## src/rtl/led_sched_pkg.sv

```systemverilog
// led_sched_pkg
// Shared types and helpers for the LED blink-code scheduler.
//   - state_t   : frame player states (IDLE, SOLID, ON, OFF, GAP)
//   - CODE_W    : width of one requester's pulse-count code
//   - prio_enc  : lowest-set-index priority encoder with a valid flag,
//                 sized for up to MAX_REQ requesters (callers zero-extend)
package led_sched_pkg;

    localparam int CODE_W  = 4;
    localparam int MAX_REQ = 16;
    localparam int IDX_W   = 4;

    typedef enum logic [2:0] {
        ST_IDLE,
        ST_SOLID,
        ST_ON,
        ST_OFF,
        ST_GAP
    } state_t;

    typedef struct packed {
        logic             valid;
        logic [IDX_W-1:0] idx;
    } prio_t;

    // Index 0 wins: scan from the top so the lowest set bit is written last.
    function automatic prio_t prio_enc(input logic [MAX_REQ-1:0] vec);
        prio_t res;
        res.valid = 1'b0;
        res.idx   = '0;
        for (int i = MAX_REQ - 1; i >= 0; i--) begin
            if (vec[i]) begin
                res.valid = 1'b1;
                res.idx   = IDX_W'(i);
            end
        end
        return res;
    endfunction

endpackage

```

## src/rtl/led_code_scheduler_tick.sv

```systemverilog
// led_tick_gen
// Prescaler producing a one-cycle tick every TICK_DIV clk cycles.
// Ports:
//   clk       in  : system clock
//   rst       in  : synchronous active-high reset
//   i_restart in  : forces the count back to 0 on the next edge
//   o_tick    out : high on the cycle the count equals TICK_DIV-1
module led_tick_gen #(
    parameter int TICK_DIV = 8400000
) (
    input  logic clk,
    input  logic rst,
    input  logic i_restart,
    output logic o_tick
);

    localparam int CNT_W = (TICK_DIV > 1) ? $clog2(TICK_DIV) : 1;

    logic [CNT_W-1:0] r_tick_cnt;

    assign o_tick = (r_tick_cnt == CNT_W'(TICK_DIV - 1));

    always_ff @(posedge clk) begin
        if (rst || i_restart || o_tick) begin
            r_tick_cnt <= '0;
        end else begin
            r_tick_cnt <= r_tick_cnt + CNT_W'(1);
        end
    end

endmodule

```

## src/rtl/led_code_scheduler.sv

```systemverilog
// led_code_scheduler
// Arbitrates NUM_REQ status requesters (index 0 highest priority) and plays
// the winner's blink code on one LED: K pulses then a low gap, or, for
// code 0, a solid-high frame. A new owner is chosen only at frame boundaries.
// Optional build macro: LED_SCHED_PREEMPT_EN -- a strictly higher-priority
// request aborts the running frame and starts its own on the next cycle.
// Ports:
//   clk   in  : system clock
//   rst   in  : synchronous active-high reset
//   req   in  : level request per requester
//   code  in  : 4-bit pulse count per requester (0 = solid on)
//   led   out : registered LED drive
//   grant out : one-hot frame owner, held for the whole frame
//   busy  out : high while a frame is playing
module led_code_scheduler
    import led_sched_pkg::*;
#(
    parameter int NUM_REQ   = 4,
    parameter int TICK_DIV  = 8400000,
    parameter int ON_TICKS  = 2,
    parameter int OFF_TICKS = 2,
    parameter int GAP_TICKS = 8
) (
    input  logic                      clk,
    input  logic                      rst,
    input  logic [NUM_REQ-1:0]        req,
    input  logic [CODE_W*NUM_REQ-1:0] code,
    output logic                      led,
    output logic [NUM_REQ-1:0]        grant,
    output logic                      busy
);

    localparam int MAX_PH = (ON_TICKS > OFF_TICKS) ?
                            ((ON_TICKS > GAP_TICKS) ? ON_TICKS : GAP_TICKS) :
                            ((OFF_TICKS > GAP_TICKS) ? OFF_TICKS : GAP_TICKS);
    localparam int PH_W = $clog2(MAX_PH + 1);

    state_t              r_state, w_state_next;
    logic [PH_W-1:0]     r_ph_cnt, w_ph_next;
    logic [CODE_W-1:0]   r_pulses_left, w_pulses_next;
    logic [NUM_REQ-1:0]  r_grant, w_grant_next;
    logic                r_busy, w_busy_next;
    logic                r_led, w_led_next;

    logic                w_tick;
    logic                w_start;
    logic                w_frame_end;
    logic                w_phase_end;
    logic [PH_W-1:0]     w_phase_last;
    prio_t               w_arb;
    logic [CODE_W-1:0]   w_sel_code;
    logic [CODE_W-1:0]   w_code [NUM_REQ];

    for (genvar gi = 0; gi < NUM_REQ; gi++) begin : g_code_split
        assign w_code[gi] = code[gi*CODE_W +: CODE_W];
    end

    assign w_arb = prio_enc(MAX_REQ'(req));

    always_comb begin
        w_sel_code = '0;
        for (int i = 0; i < NUM_REQ; i++) begin
            if (w_arb.idx == IDX_W'(i)) begin
                w_sel_code = w_code[i];
            end
        end
    end

    // Holding the prescaler in restart while idle means every frame's first
    // tick lands exactly TICK_DIV cycles after the frame starts.
    led_tick_gen #(
        .TICK_DIV (TICK_DIV)
    ) u_tick_gen (
        .clk       (clk),
        .rst       (rst),
        .i_restart (w_start || (r_state == ST_IDLE)),
        .o_tick    (w_tick)
    );

    always_comb begin
        case (r_state)
            ST_ON:   w_phase_last = PH_W'(ON_TICKS - 1);
            ST_OFF:  w_phase_last = PH_W'(OFF_TICKS - 1);
            default: w_phase_last = PH_W'(GAP_TICKS - 1);
        endcase
    end

    assign w_phase_end = w_tick && (r_ph_cnt == w_phase_last);

    always_comb begin
        w_state_next  = r_state;
        w_ph_next     = r_ph_cnt;
        w_pulses_next = r_pulses_left;
        w_grant_next  = r_grant;
        w_busy_next   = r_busy;
        w_start       = 1'b0;
        w_frame_end   = 1'b0;

        if (r_state != ST_IDLE && w_tick) begin
            w_ph_next = r_ph_cnt + PH_W'(1);
        end

        case (r_state)
            ST_IDLE: begin
                w_start = w_arb.valid;
            end
            ST_SOLID, ST_GAP: begin
                w_frame_end = w_phase_end;
            end
            ST_ON: begin
                if (w_phase_end) begin
                    w_ph_next    = '0;
                    w_state_next = (r_pulses_left > CODE_W'(1)) ? ST_OFF : ST_GAP;
                end
            end
            ST_OFF: begin
                if (w_phase_end) begin
                    w_ph_next     = '0;
                    w_pulses_next = r_pulses_left - CODE_W'(1);
                    w_state_next  = ST_ON;
                end
            end
            default: begin
                w_state_next = ST_IDLE;
            end
        endcase

`ifdef LED_SCHED_PREEMPT_EN
        // Any request below the owner's bit outranks it.
        if (r_state != ST_IDLE && (req & (r_grant - NUM_REQ'(1))) != '0) begin
            w_start = 1'b1;
        end
`endif

        if (w_frame_end && w_arb.valid) begin
            w_start = 1'b1;
        end

        if (w_start) begin
            w_ph_next     = '0;
            w_pulses_next = w_sel_code;
            w_grant_next  = NUM_REQ'(1) << w_arb.idx;
            w_busy_next   = 1'b1;
            w_state_next  = (w_sel_code == '0) ? ST_SOLID : ST_ON;
        end else if (w_frame_end) begin
            w_ph_next     = '0;
            w_pulses_next = '0;
            w_grant_next  = '0;
            w_busy_next   = 1'b0;
            w_state_next  = ST_IDLE;
        end

        // LED follows the state being entered so it moves on the same edge.
        w_led_next = (w_state_next == ST_SOLID) || (w_state_next == ST_ON);
    end

    always_ff @(posedge clk) begin
        if (rst) begin
            r_state       <= ST_IDLE;
            r_ph_cnt      <= '0;
            r_pulses_left <= '0;
            r_grant       <= '0;
            r_busy        <= 1'b0;
            r_led         <= 1'b0;
        end else begin
            r_state       <= w_state_next;
            r_ph_cnt      <= w_ph_next;
            r_pulses_left <= w_pulses_next;
            r_grant       <= w_grant_next;
            r_busy        <= w_busy_next;
            r_led         <= w_led_next;
        end
    end

    assign led   = r_led;
    assign grant = r_grant;
    assign busy  = r_busy;

endmodule

```

## config.mk

```make
export PLATFORM = sky130hd
export DESIGN_NAME = led_code_scheduler
export DESIGN_NICKNAME = d
export VERILOG_FILES = /design/src/rtl/led_sched_pkg.sv /design/src/rtl/led_code_scheduler_tick.sv /design/src/rtl/led_code_scheduler.sv
export SDC_FILE = /design/constraint.sdc
export NUM_CORES = 1
export LEC_CHECK = 0
export CAP_MARGIN = 20
export CORE_ASPECT_RATIO = 0.7
export CORE_MARGIN = 3
export CORE_UTILIZATION = 50
export CTS_BUF_LIST = sky130_fd_sc_hd__clkbuf_8 sky130_fd_sc_hd__clkbuf_16
export DETAILED_ROUTE_END_ITERATION = 6
export GPL_TIMING_DRIVEN = 0
export PLACE_DENSITY = 0.88
export SLEW_MARGIN = 20
export SYNTH_ARGS = -nofsm -noshare
export SYNTH_HDL_FRONTEND = slang
export SYNTH_HIERARCHICAL = 1
export SYNTH_SLANG_ARGS = --single-unit
```

## constraint.sdc

```tcl
create_clock -name clk -period 2.8 [get_ports clk]
set_clock_uncertainty 0.2 [all_clocks]
set_input_delay 0.42 -clock clk [delete_from_list [all_inputs] [get_ports clk]]
set_output_delay 0.42 -clock clk [all_outputs]
set_load 0.01 [all_outputs]
```

==> impl_metrics.tcl <==
set metrics [dict create \
    place_congestion 0.834 \
    cts_tree "yes" \
    total_power_mw 1.19 \
    powerDensity_nw_per_um2 425 \
    whs_ns 0.249 \
    die_area_sq_um 5320 \
    layout-drive-gt1-share_pct 14.9 \
    syn_nets 298 \
    vdd_drop_max_mv 0.307 \
    num_io_pins 28 \
    place_inst 350 \
    yosysMostFrequentCell "dfxtp_1" \
    wire_per_inst_microns 16.1 \
    drt_iter0_drc 229 \
    clk_pin_slew_worst_paths_ns 0.07 \
    setup_viol 0 \
    row_count 19 \
    place_hpwl_microns 3900 \
    r2r_slack_ns 0.12 \
    layout_min_cycle_time_ns 2.68 \
    core_sq_um 4110 \
    synth_top_area_share_pct 36.7 \
    cp-end-kind "flop" \
    final_cells 361 \
    place_area_sq_um 2560 \
    cts_buffers 5 \
    max_cap_viol_count 0 \
    grt_max_degree 12 \
    synth_ff_type "dfxtp_1" \
    clock_sink_count 41 \
    fillCellCount 330 \
    fin_setup_tns_ns 0 \
    syn2layout_area_growth_pct 25.5 \
    path_max_fanout 7 \
    synth_cell_types 49 \
    hold_buffers 0 \
    postRouteWirelength_microns 5810 \
    async_flop_share_pct 0 \
    cp.arrival_ns 2.66 \
    max_freq_mhz 373 \
    cp-start-kind "flop" \
    cts_buffer_depth 2 \
    synthCells 272 \
    fin_area_sq_um 2800 \
    synth_common_cells "dfxtp_1 (41), nor2_1 (35), nand2_1 (25)" \
    drc 0 \
    total_leakage_power_nw 0.938 \
    root_buffer "clkbuf_8" \
    grt_pass1_wl_microns 9210 \
    grt_pass1_vias 1957 \
    die_w_microns 85.9 \
    drt-vias-per-instance 6.04 \
    ys_seq_elements 41 \
    yosysTopAreaCell "dfxtp_1" \
    synth_edf_count 0 \
    yosys-top-cells-area "dfxtp_1 (37%), nor2_1 (5.9%), nand2_1 (4.2%), xnor2_1 (3.9%), nor3_1 (3.8%)" \
    nets 336 \
    io_buffers 26 \
    start_util_pct 54.3 \
    diodes 0 \
    syn_area_sq_um 2230 \
    slew_headroom_pct 39.0 \
    worst_pin_slew_ns 0.902 \
    cp.required_ns 2.77 \
    hold_viol_final 0 \
    synth_seq_area_share_pct 36.7 \
    synth.avg_cell_area_sq_um 8.22 \
    slew_viol_final 0 \
    outcome "completed" \
    overflow 0 \
    hp-class "input pin to flop" \
    grtUsageTotal_pct 22.3 \
    die_h_microns 61.9 \
    period_share_pct 95.9 \
    clock_latency_ns 0.30 \
    cts_htree_levels 2 \
    yosysWarnings 6 \
    dr_total_vias 2179 \
    antenna_found_initial 0 \
    worst-setup-path-type "flop to flop" \
    drtAntennaViolNets 0 \
    dr.pass1.iters 5 \
]
==> routing by layer <==
layer  part of all wire [%]  GRT usage (%)
met4                    1.0           7.22
met2                     46           35.6
met1                     48           30.8
met5                      0              0
met3                    5.4           4.61
==> flip-flops by register name (all words and copies together) (netlist names) <==
register,cells
u_tick_gen/r_tick_cnt,24
r_state,3
r_ph_cnt,4
r_pulses_left,4
busy,1
led,1
grant,4
==> placed cells by master (no fill, tap or decap), types with 2 or more instances in the layout <==
master / Yosys / layout
inv_1: 7 / 7
a21oi_1: 15 / 13
clkbuf_1: 6 / 4
dfxtp_2: 0 / 2
or3_1: 6 / 6
o21ai_1: 4 / 4
a21o_1: 2 / 2
or4_4: 4 / 4
a22oi_1: 8 / 8
nor2b_1: 2 / 2
nand4_1: 7 / 7
nand2_1: 25 / 23
ha_1: 4 / 3
nor4_1: 8 / 7
nor2_1: 35 / 34
o21ai_0: 7 / 7
xnor2_1: 10 / 10
nand3_1: 9 / 8
a21oi_2: 1 / 2
clkbuf_8: 0 / 9
and3_1: 2 / 2
or4_1: 7 / 7
clkdlybuf4s50_1: 0 / 26
or2_2: 2 / 2
o31ai_1: 5 / 4
buf_4: 1 / 4
nand2_2: 1 / 2
a32oi_1: 3 / 3
xor2_1: 7 / 7
mux2_1: 4 / 4
nor3_1: 17 / 16
dfxtp_1: 41 / 38
==> final cells by class <==
cell class | count | area (sq um) | share of cell area [%]
Multi-Input combinational cell | 215 | 1440 | 51.2
Inverter | 7 | 26.3 | 0.937
Tap cell | 52 | 65.1 | 2.32
Clock buffer | 5 | 68.8 | 2.45
Buffer | 9 | 66.3 | 2.37
Clock inverter | 1 | 5.00 | 0.178
Sequential cell | 41 | 827 | 29.5
Timing Repair Buffer | 31 | 310 | 11.1
==> kinds of logic (layout without fill, tap and decap cells) <==
group | count (synthesis) | count (layout) | synth area share (%)
xor+xnor | 17 | 17 | 6.66
compound gates | 49 | 49 | 14.0
simple gates | 139 | 139 | 34.2
flops | 41 | 41 | 36.7
fa+ha+maj | 4 | 4 | 2.24
mux | 6 | 6 | 2.97
buf+inv | 16 | 53 | 3.25
==> worst max-delay path: stages, from the launching register on <==
cell	delay, ns
dfxtp_1	0.34
nor4_1	0.36
nand2_1	0.21
nor3_4	0.20
nand3b_1	0.15
a21oi_2	0.15
a21oi_2	0.10
nor2_2	0.14
nand2_2	0.10
nand2_1	0.09
nor2_1	0.08
o31ai_4	0.14
clkbuf_8	0.25
a21oi_1	0.04
==> report_power, final <==
part	internal (mW)	switching (mW)	leakage, nW	total (mW)
sequential	0.600	0.0139	0.334	0.614
clock	0.164	0.196	0.0399	0.360
combinational	0.107	0.111	0.563	0.218
total	0.872	0.321	0.938	1.19
==> repair_timing <==
action | CTS | global route
setup buffers | 2 | 1
resized for setup | 18 | 15
cloned | 2 | 0
endpoints found under the setup margin | 34 | 33
pin swaps | 2 | 3
==> final timing paths <==
path                            cells after the start                                  from                              endpoint
worst max-delay path                               13  u_tick_gen/r_tick_cnt[20]$_SDFF_PP0_  u_tick_gen/r_tick_cnt[19]$_SDFF_PP0_
worst min-delay path                                3                                req[1]                 grant[1]$_SDFFE_PP0P_
worst max register to register                     13  u_tick_gen/r_tick_cnt[20]$_SDFF_PP0_  u_tick_gen/r_tick_cnt[19]$_SDFF_PP0_
worst min register to register                      1   u_tick_gen/r_tick_cnt[0]$_SDFF_PP0_   u_tick_gen/r_tick_cnt[0]$_SDFF_PP0_
==> through the flow <==
step / setup slack, ns / utilization [%]
CTS: 0.0162 / 66.3
global placement: -0.685 / 62.2
global route: -0.0474 / 68.2
detailed placement: -0.742 / 62.2
finish: 0.116 / 68.2
floorplan: -0.0315 / -
Power figures use the tool's default switching activity.
